File: src/rtl/policy_server_mc.sv
// Multi-channel policy lookup server: shared valid-tagged policy table behind a
// round-robin arbiter and a two-stage lookup pipeline with a saturating miss counter.
module policy_server_mc #(
  parameter int                NUM_CH         = 2,
  parameter int                DATA_W         = 32,
  parameter int                ADDR_W         = 4,
  parameter logic [DATA_W-1:0] DEFAULT_POLICY = '0,
  parameter int                CNT_W          = 16
) (
  input  logic                     clk,
  input  logic                     rst,
  input  logic                     cfg_wr_en,
  input  logic [ADDR_W-1:0]        cfg_wr_addr,
  input  logic [DATA_W-1:0]        cfg_wr_data,
  input  logic                     cfg_clr,
  input  logic [NUM_CH-1:0]        req_valid,
  input  logic [NUM_CH*ADDR_W-1:0] req_addr,
  output logic [NUM_CH-1:0]        req_ready,
  output logic [NUM_CH-1:0]        rsp_valid,
  output logic [NUM_CH*DATA_W-1:0] rsp_data,
  output logic [NUM_CH-1:0]        rsp_hit,
  output logic [CNT_W-1:0]         miss_cnt,
  output logic                     busy
);

  localparam int DEPTH = 2 ** ADDR_W;
  localparam int CH_W  = (NUM_CH > 1) ? $clog2(NUM_CH) : 1;

  logic [DATA_W-1:0]        r_table [DEPTH];
  logic [DEPTH-1:0]         r_valid;
  logic [CH_W-1:0]          r_rr;
  logic                     r_s1_vld;
  logic [CH_W-1:0]          r_s1_ch;
  logic [ADDR_W-1:0]        r_s1_addr;
  logic [NUM_CH-1:0]        r_rsp_valid;
  logic [NUM_CH-1:0]        r_rsp_hit;
  logic [NUM_CH*DATA_W-1:0] r_rsp_data;
  logic [CNT_W-1:0]         r_miss_cnt;
  logic                     r_busy;

  logic                     w_cfg_act;
  logic [NUM_CH-1:0]        w_grant;
  logic                     w_found;
  logic [CH_W-1:0]          w_win_ch;
  logic [ADDR_W-1:0]        w_win_addr;
  logic                     w_xfer;
  logic                     w_rd_hit;
  logic [DATA_W-1:0]        w_rd_word;
  logic [NUM_CH-1:0]        w_rsp_valid_nx;
  logic [NUM_CH-1:0]        w_rsp_hit_nx;
  logic [NUM_CH*DATA_W-1:0] w_rsp_data_nx;

  function automatic logic [CH_W-1:0] rr_idx(input logic [CH_W-1:0] base, input int k);
    rr_idx = CH_W'((int'(base) + 1 + k) % NUM_CH);
  endfunction

  assign w_cfg_act = cfg_wr_en | cfg_clr;

  // Round-robin search starting after the last winner; config traffic blocks all grants.
  always_comb begin
    w_grant = '0;
    w_found = 1'b0;
    w_win_ch = '0;
    for (int k = 0; k < NUM_CH; k++) begin
      if (rst && !w_cfg_act && !w_found && req_valid[rr_idx(r_rr, k)]) begin
        w_found = 1'b1;
        w_win_ch = rr_idx(r_rr, k);
        w_grant[rr_idx(r_rr, k)] = 1'b1;
      end else begin
        w_found = w_found;
      end
    end
    w_win_addr = req_addr[int'(w_win_ch)*ADDR_W +: ADDR_W];
  end

  assign w_xfer    = w_found;
  assign req_ready = w_grant;

  // S2 read: table contents as they stand before any write on this edge.
  always_comb begin
    w_rd_hit = r_valid[r_s1_addr];
    w_rd_word = w_rd_hit ? r_table[r_s1_addr] : DEFAULT_POLICY;
    w_rsp_valid_nx = '0;
    w_rsp_hit_nx = '0;
    w_rsp_data_nx = '0;
    if (r_s1_vld) begin
      w_rsp_valid_nx[r_s1_ch] = 1'b1;
      w_rsp_hit_nx[r_s1_ch] = w_rd_hit;
      w_rsp_data_nx[int'(r_s1_ch)*DATA_W +: DATA_W] = w_rd_word;
    end else begin
      w_rsp_valid_nx = '0;
    end
  end

  // Policy word storage; a write colliding with a clear is discarded.
  always_ff @(posedge clk) begin
    if (rst && cfg_wr_en && !cfg_clr) begin
      r_table[cfg_wr_addr] <= cfg_wr_data;
    end
  end

  // Valid bits: clear has priority over write.
  always_ff @(posedge clk) begin
    if (!rst) begin
      r_valid <= '0;
    end else if (cfg_clr) begin
      r_valid <= '0;
    end else if (cfg_wr_en) begin
      r_valid[cfg_wr_addr] <= 1'b1;
    end
  end

  // Arbiter pointer, pipeline stages, responses and miss counter.
  always_ff @(posedge clk) begin
    if (!rst) begin
      r_rr        <= CH_W'(NUM_CH - 1);
      r_s1_vld    <= 1'b0;
      r_s1_ch     <= '0;
      r_s1_addr   <= '0;
      r_rsp_valid <= '0;
      r_rsp_hit   <= '0;
      r_rsp_data  <= '0;
      r_miss_cnt  <= '0;
      r_busy      <= 1'b0;
    end else begin
      if (w_xfer) begin
        r_rr <= w_win_ch;
      end
      r_s1_vld    <= w_xfer;
      r_s1_ch     <= w_win_ch;
      r_s1_addr   <= w_win_addr;
      r_rsp_valid <= w_rsp_valid_nx;
      r_rsp_hit   <= w_rsp_hit_nx;
      r_rsp_data  <= w_rsp_data_nx;
      if (r_s1_vld && !w_rd_hit && (r_miss_cnt != '1)) begin
        r_miss_cnt <= r_miss_cnt + CNT_W'(1);
      end
      r_busy <= w_xfer | r_s1_vld;
    end
  end

  assign rsp_valid = r_rsp_valid;
  assign rsp_hit   = r_rsp_hit;
  assign rsp_data  = r_rsp_data;
  assign miss_cnt  = r_miss_cnt;
  assign busy      = r_busy;

endmodule
File: config.mk
export PLATFORM = sky130hd
export DESIGN_NAME = policy_server_mc
export DESIGN_NICKNAME = d
export VERILOG_FILES = /design/src/rtl/policy_server_mc.sv
export SDC_FILE = /design/constraint.sdc
export NUM_CORES = 1
export LEC_CHECK = 0
export CAP_MARGIN = 30
export CORE_ASPECT_RATIO = 0.7
export CORE_MARGIN = 2
export CORE_UTILIZATION = 44
export CTS_CLUSTER_SIZE = 10
export DETAILED_ROUTE_END_ITERATION = 10
export DONT_BUFFER_PORTS = 1
export GPL_ROUTABILITY_DRIVEN = 0
export PLACE_DENSITY = 0.57
export SETUP_SLACK_MARGIN = 0.15
export SLEW_MARGIN = 10
export SYNTH_ARGS = -nofsm -noshare
export SYNTH_HDL_FRONTEND = slang
export SYNTH_SLANG_ARGS = --single-unit
File: constraint.sdc
create_clock -name clk -period 4.3 [get_ports clk]
set_input_delay 1.075 -clock clk [delete_from_list [all_inputs] [get_ports clk]]
set_output_delay 1.075 -clock clk [all_outputs]
set_load 0.03 [all_outputs]
; Yosys cells after proc, flatten, opt, wreduce, memory -nomap -nowiden
; Memories as Yosys holds them, arrays and structs flattened. A register that Yosys moved wholly into a read port is not among the register bits.
; Index checks and enable logic that the tools add are counted.
[op_classes]
shifts = 3
magnitude_cmp = 9
n_addsub = 4
n_eq_ne = 1
reduce_logical = 18
n_mux = 24
bitwise_logic = 7
[op_table]
columns = operator, count
row1 = 64-bit bitwise AND, 1
row2 = 32-bit by 33-bit variable shift with 64-bit output (first input constant), 1
row3 = 32-bit by 33-bit indexed part select with 64-bit output, 1
row4 = 6-bit negation with 33-bit output, 1
row5 = 32-bit 2-to-1 mux, 1
row6 = 16-bit by 1-bit adder with 16-bit output (second input constant), 1
row7 = 16-bit inequality test (second input constant), 1
row8 = 16-bit bitwise OR, 1
row9 = 1-bit 2-to-1 mux, 15
row10 = 1-bit logical AND, 12
row11 = 4-bit by 5-bit < comparator with 1-bit output (second input constant), 2
row12 = 8-bit by 4-bit indexed part select with 4-bit output, 1
row13 = 1-bit by 2-bit < comparator with 1-bit output (second input constant), 3
row14 = 1-bit binary-select mux with 4-bit select, 1
row15 = 1-bit demux with 4-bit select, 1
row16 = 4-bit by 1-bit >= comparator with 1-bit output (second input constant), 1
row17 = 1-bit zero test, 4
row18 = 2-bit 2-to-1 mux, 2
row19 = 4-bit 2-to-1 mux, 1
row20 = 1-bit demux with 1-bit select, 3
row21 = 1-bit >= comparator (second input constant), 3
row22 = 1-bit adder (second input constant), 2
row23 = 2-bit bitwise AND, 1
row24 = 1-bit bitwise OR, 2
row25 = 4 further kinds, 4
[word_totals]
out_inout_bits = 87
ramBits = 512
elab_cells = 77
mem_count = 1
reg_bits = 108
[memory_table]
columns = name, depth, width, read_ports, rd_clocked_by_memory_dff, write_ports, line_no
row1 = r_table, 16, 32, 1, 1, 1, 29  ; logic [DATA_W-1:0] r_table [DEPTH];

; Longest topological paths before layout
[logic_depth]
word_depth = 11
ltp_mapped = 7
mapped_depth_nobuf = 6

; Worst setup path before layout
; OpenSTA, ideal clock, no wires.
[synth_timing]
kind = input to register
start = in rst
end = mem r_table[8][0], enable pin
slack_ps = -143
cell_stages = 4
arrival_time_ps = 3979
setup_ps = 464
required_time_ps = 3836
cell_sequence = nor2b_1 clkbuf_1 nand4b_1 nor3_1
[synth_between]
elab_chain_len = 4
[synth_lines]
columns = item, line_no
row1 = start: declaration, 11  ; input logic rst,
row2 = 1-bit logical AND (2 in series), 97  ; if (rst && cfg_wr_en && !cfg_clr) begin
row3 = 1-bit 2-to-1 mux, 97
row4 = 1-bit 2-to-1 mux (implied by the code), 98  ; r_table[cfg_wr_addr] <= cfg_wr_data;
row5 = end: declaration, 29
; No other way between the ends.

; Worst setup path in the final report
[layout_timing]
start = reg r_s1_addr[2]
end = reg r_miss_cnt[13], in the netlist miss_cnt[13]
[layout_between]
elab_chain_len = 5
[layout_lines]
columns = item, line_no
row1 = start: declaration, 34  ; logic [ADDR_W-1:0] r_s1_addr;
row2 = start signal: assignment, 131  ; r_s1_addr <= w_win_addr;
row3 = 1-bit binary-select mux with 4-bit select, 81  ; w_rd_hit = r_valid[r_s1_addr];
row4 = 1-bit 2-to-1 mux (implied by the code), 81
row5 = 1-bit zero test, 135  ; if (r_s1_vld && !w_rd_hit && (r_miss_cnt != '1)) begin
row6 = 1-bit logical AND (2 in series), 135
row7 = end signal: assignment, 136  ; r_miss_cnt <= r_miss_cnt + CNT_W'(1);
row8 = end: declaration, 38  ; logic [CNT_W-1:0] r_miss_cnt;
; No other way between the ends. The select of a mux whose other input is x is not followed.
; A chain may end at the register's enable or synchronous reset.

==> summary.md <==
| Metric | Value |
|---|---|
| Post-synthesis adder-cell area fraction | less than 1% |
| Final min period | 3186 ps |
| Antenna-violating nets left | 0 |
| Max-capacitance violation count | 0 |
| Max FO, Critical Path | 48 |
| Worst-path clk slew | 60 ps |
| Slowest stage delay, CP | 720 ps |
| Setup TNS | 0 ps |
| Hold Worst Slack | between 400 and 500 ps |
| Number of global-route vias before repair | between 10000 and 15000 |
| Detailed-route vias per instance | between 5 and 6 |
| CTS tree | done |
| EDFF count, synth | just over 500 |
| N_diodes | 0 |
| Via count | around 11000 |
| Final setup violation count | 0 |
| Antenna violations before repair | 1 |
| Upper clock frequency limit | roughly 310 MHz |
| CTS buffer count | 72 |
| Crit path kind | reg -> reg |
| Post-synthesis register bit count | 620 |
| Die Wd | approximately 280 µm |
| CTS H-tree depth | 3 |
| Final hold violations | 0 |
| TritonRoute pass-1 iters | 5 |
| Ys flop type | edfxtp_1 |
| Area contributors post-synth | edfxtp_1 (68%), mux4_2 (16%), dfxtp_1 (9.5%), and3_1 (1.8%), clkbuf_1 (0.64%) |
| Pwr per Cell Area | ~480 nW/µm² |
| Slew @ Worst Pin | between 900 and 1000 ps |
| NumNets Final | around 1200 |
| Synthesis-to-layout area growth | 14.42% |
| CTS Root Cell | clkbuf_16 |
| Post-Synth Simple-Gate Area | ~4% |
| Compound-Gate Fraction of Synth Area | 0.9909% |
| Top delay family on crit path | multiplexers |
| RR Startpoint | r_s1_addr[2]$_SDFF_PN0_ |
| Post-Synthesis Cells | 1061 |
| Mux contribution to synthesized area | roughly 17% |
| Hold wc startpoint | r_valid[15]$_SDFFE_PP0P_ |
| Largest net degree at the start of global routing | between 50 and 60 |
| DRC | 0 |
| Post-CTS sizing | 0 |
| Syn Std Cell Area | 22730 µm² |
| DP Wirelength | 29590 µm |
| Power Total | around 12 mW |
| Worst min path class | reg -> reg |
| Cell taking the most area after synthesis | edfxtp_1 |
| Critical Path AT | 3650 ps |
| Leak pwr | roughly 8.4 nW |
| Worst-Skew Late Latency | around 600 ps |
| DR WL/cell | 27.68 µm |
| Clock sink count | 620 |
| Core area | roughly 51000 µm² |
| CP most frequent cell | mux4_2 |
| CTS Buffer Depth | 3 |
| Ports | between 100 and 150 |
| Initial Util | between 40% and 50% |
| Count of cell types in the netlist | 39 |
| CP Launch Type | register |
| Syn_nets | about 1100 |
| Critical Path RT | 4760 ps |
| Share of cells above drive strength 1 | roughly a quarter |
| Setup Skew | around 26 ps |
| Fillers | 3969 |
| RSZ-0062 raised after global routing | false |
| Total Wirelength | approximately 50000 µm |
| VDD IR-drop max | ~0.32 mV |
| Post-synthesis sequential area ratio | ~77% |
| Crit. End Element | register |
| # hold bufs at CTS | 0 |
| Main combinational cell family by area after synthesis | multiplexers |
| Die area | roughly 54000 µm² |
| Port Buffer Count | 0 |
| Post-CTS Setup Bufs | 0 |
| Status | completed |
| Crit-path cells | mux4_2, mux4_2, buf_4, nor4_1, a31o_1, a21oi_1 |
| Post-synth ARST share | 0% |
| Synth warnings | 0 |
| GRT Util Overall | between 10% and 20% |
| Iter 0 DRT Violations | 1079 |
| Die H | between 150 and 200 µm |
| Row cnt | 69 |
| Synth top area share | a little under 70% |
| Fin crit share | 74.10% |
| Source of the critical timing path | r_s1_addr[2]$_SDFF_PN0_ |
| Pins Over Slew Limit | 0 |
| Avg Inst Size Synth | between 20 and 25 µm² |
| Post-Synth XOR/XNOR Area | less than 1% |
| First-pass GRT wire length | 74910 µm |
| CP bufs+invs | 1 |
| Congestion Overflow GR | 0 |
| Worst rel slew slack | a little over a third |
| Critical Path Slowest Stage Cell | mux4_2 |
==> area by class of cell <==
class / instances / area [µm²] / share of cell area [%]
repair buffers: 31 / 420.4 / 1.617
clock inverters: 5 / 47.55 / 0.1828
well taps: 674 / 843.3 / 3.243
flip-flops and latches: 620 / 17550 / 67.48
inverters: 12 / 45.04 / 0.1732
clock buffers: 120 / 2024 / 7.784
multi-input cells: 375 / 5076 / 19.52
==> final timing paths <==
path                               end  slack [ps]  cells after the start
max          miss_cnt[13]$_SDFFE_PN0P_        1110                      6
min           r_valid[15]$_SDFFE_PP0P_         450                      1
max reg2reg  miss_cnt[13]$_SDFFE_PN0P_        1110                      6
min reg2reg   r_valid[15]$_SDFFE_PP0P_         450                      1
==> worst register-to-register path: cells and delay by family, from the launching register on <==
| family | cells | cell delay (ps) |
|---|---|---|
| buffers and inverters | 1 | 370 |
| AND/OR/NAND/NOR | 1 | 620 |
| multiplexers | 2 | 1270 |
| AO/OA/AOI/OAI | 2 | 280 |
| flip-flops | 1 | 520 |
==> Yosys cell counts (all sizes together), types with 3 or more instances <==
master / instances
dfxtp: 108
clkbuf: 39
or3: 3
mux2i: 5
inv: 12
nor2: 29
nand2: 28
nor4: 8
nand2b: 5
and3: 65
buf: 15
xnor2: 5
nand3: 4
o21ai: 3
nor3: 7
a21oi: 7
mux4: 164
nand4: 8
a21o: 16
edfxtp: 512
==> cell usage in the layout (no fill, tap or decap), types with 5 or more instances in the layout <==
| cell type | n |
|---|---|
| clkbuf_1 | 46 |
| mux2i_1 | 5 |
| nand2b_1 | 5 |
| nor2_1 | 16 |
| clkbuf_16 | 74 |
| a21o_1 | 16 |
| inv_1 | 8 |
| a21oi_1 | 7 |
| and3_1 | 65 |
| xnor2_1 | 5 |
| buf_4 | 16 |
| buf_12 | 15 |
| nor4_1 | 8 |
| nand2_1 | 28 |
| nor2_4 | 13 |
| edfxtp_1 | 512 |
| mux4_2 | 164 |
| nand4_1 | 8 |
| dfxtp_1 | 104 |
==> layer usage <==
| metal | GRT usage (%) | up-vias | routed length [µm] |
|---|---|---|---|
| met1 | 30.27 | 5670 | 23950 |
| met5 | 0 | - | 0 |
| li1 | - | 4491 | - |
| met2 | 28.06 | 327 | 22870 |
| met4 | 4.164 | 0 | 723 |
| met3 | 4.718 | 52 | 3305 |
==> cells by family (layout without fill, tap and decap cells) <==
family	Yosys count	after routing
flip-flops	620	620
AND/OR/NAND/NOR	165	165
adder cells (fa/ha/maj)	1	1
multiplexers	170	170
buffers and inverters	66	168
AO/OA/AOI/OAI	33	33
XOR/XNOR	6	6
==> power breakdown <==
group / total (mW) / leakage, nW / internal [mW] / switching, mW
Clock: 5.47 / 0.990 / 3.20 / 2.27
Sequential: 6.58 / 5.48 / 6.54 / 0.0399
Combinational: 0.389 / 1.98 / 0.201 / 0.188
==> registers in the layout, indices dropped and copies added (netlist names) <==
name / cells
r_valid: 16
rsp_valid: 2
r_s1_vld: 1
r_table: 512
miss_cnt: 16
rsp_hit: 2
r_s1_ch: 1
busy: 1
rsp_data: 64
r_s1_addr: 4
r_rr: 1
==> stage by stage <==
step	area (µm²)	setup WS, ps	util (%)	std cells
floorplan	22750	725.5	-	1061
global placement	23910	903.2	47.03	1711
detailed placement	23910	866.3	47.03	1711
CTS	25990	1076	51.10	1836
global route	26010	833.3	51.14	1837
finish	26010	1114	51.14	1837
Note: power is estimated with default switching activity, not from simulation.
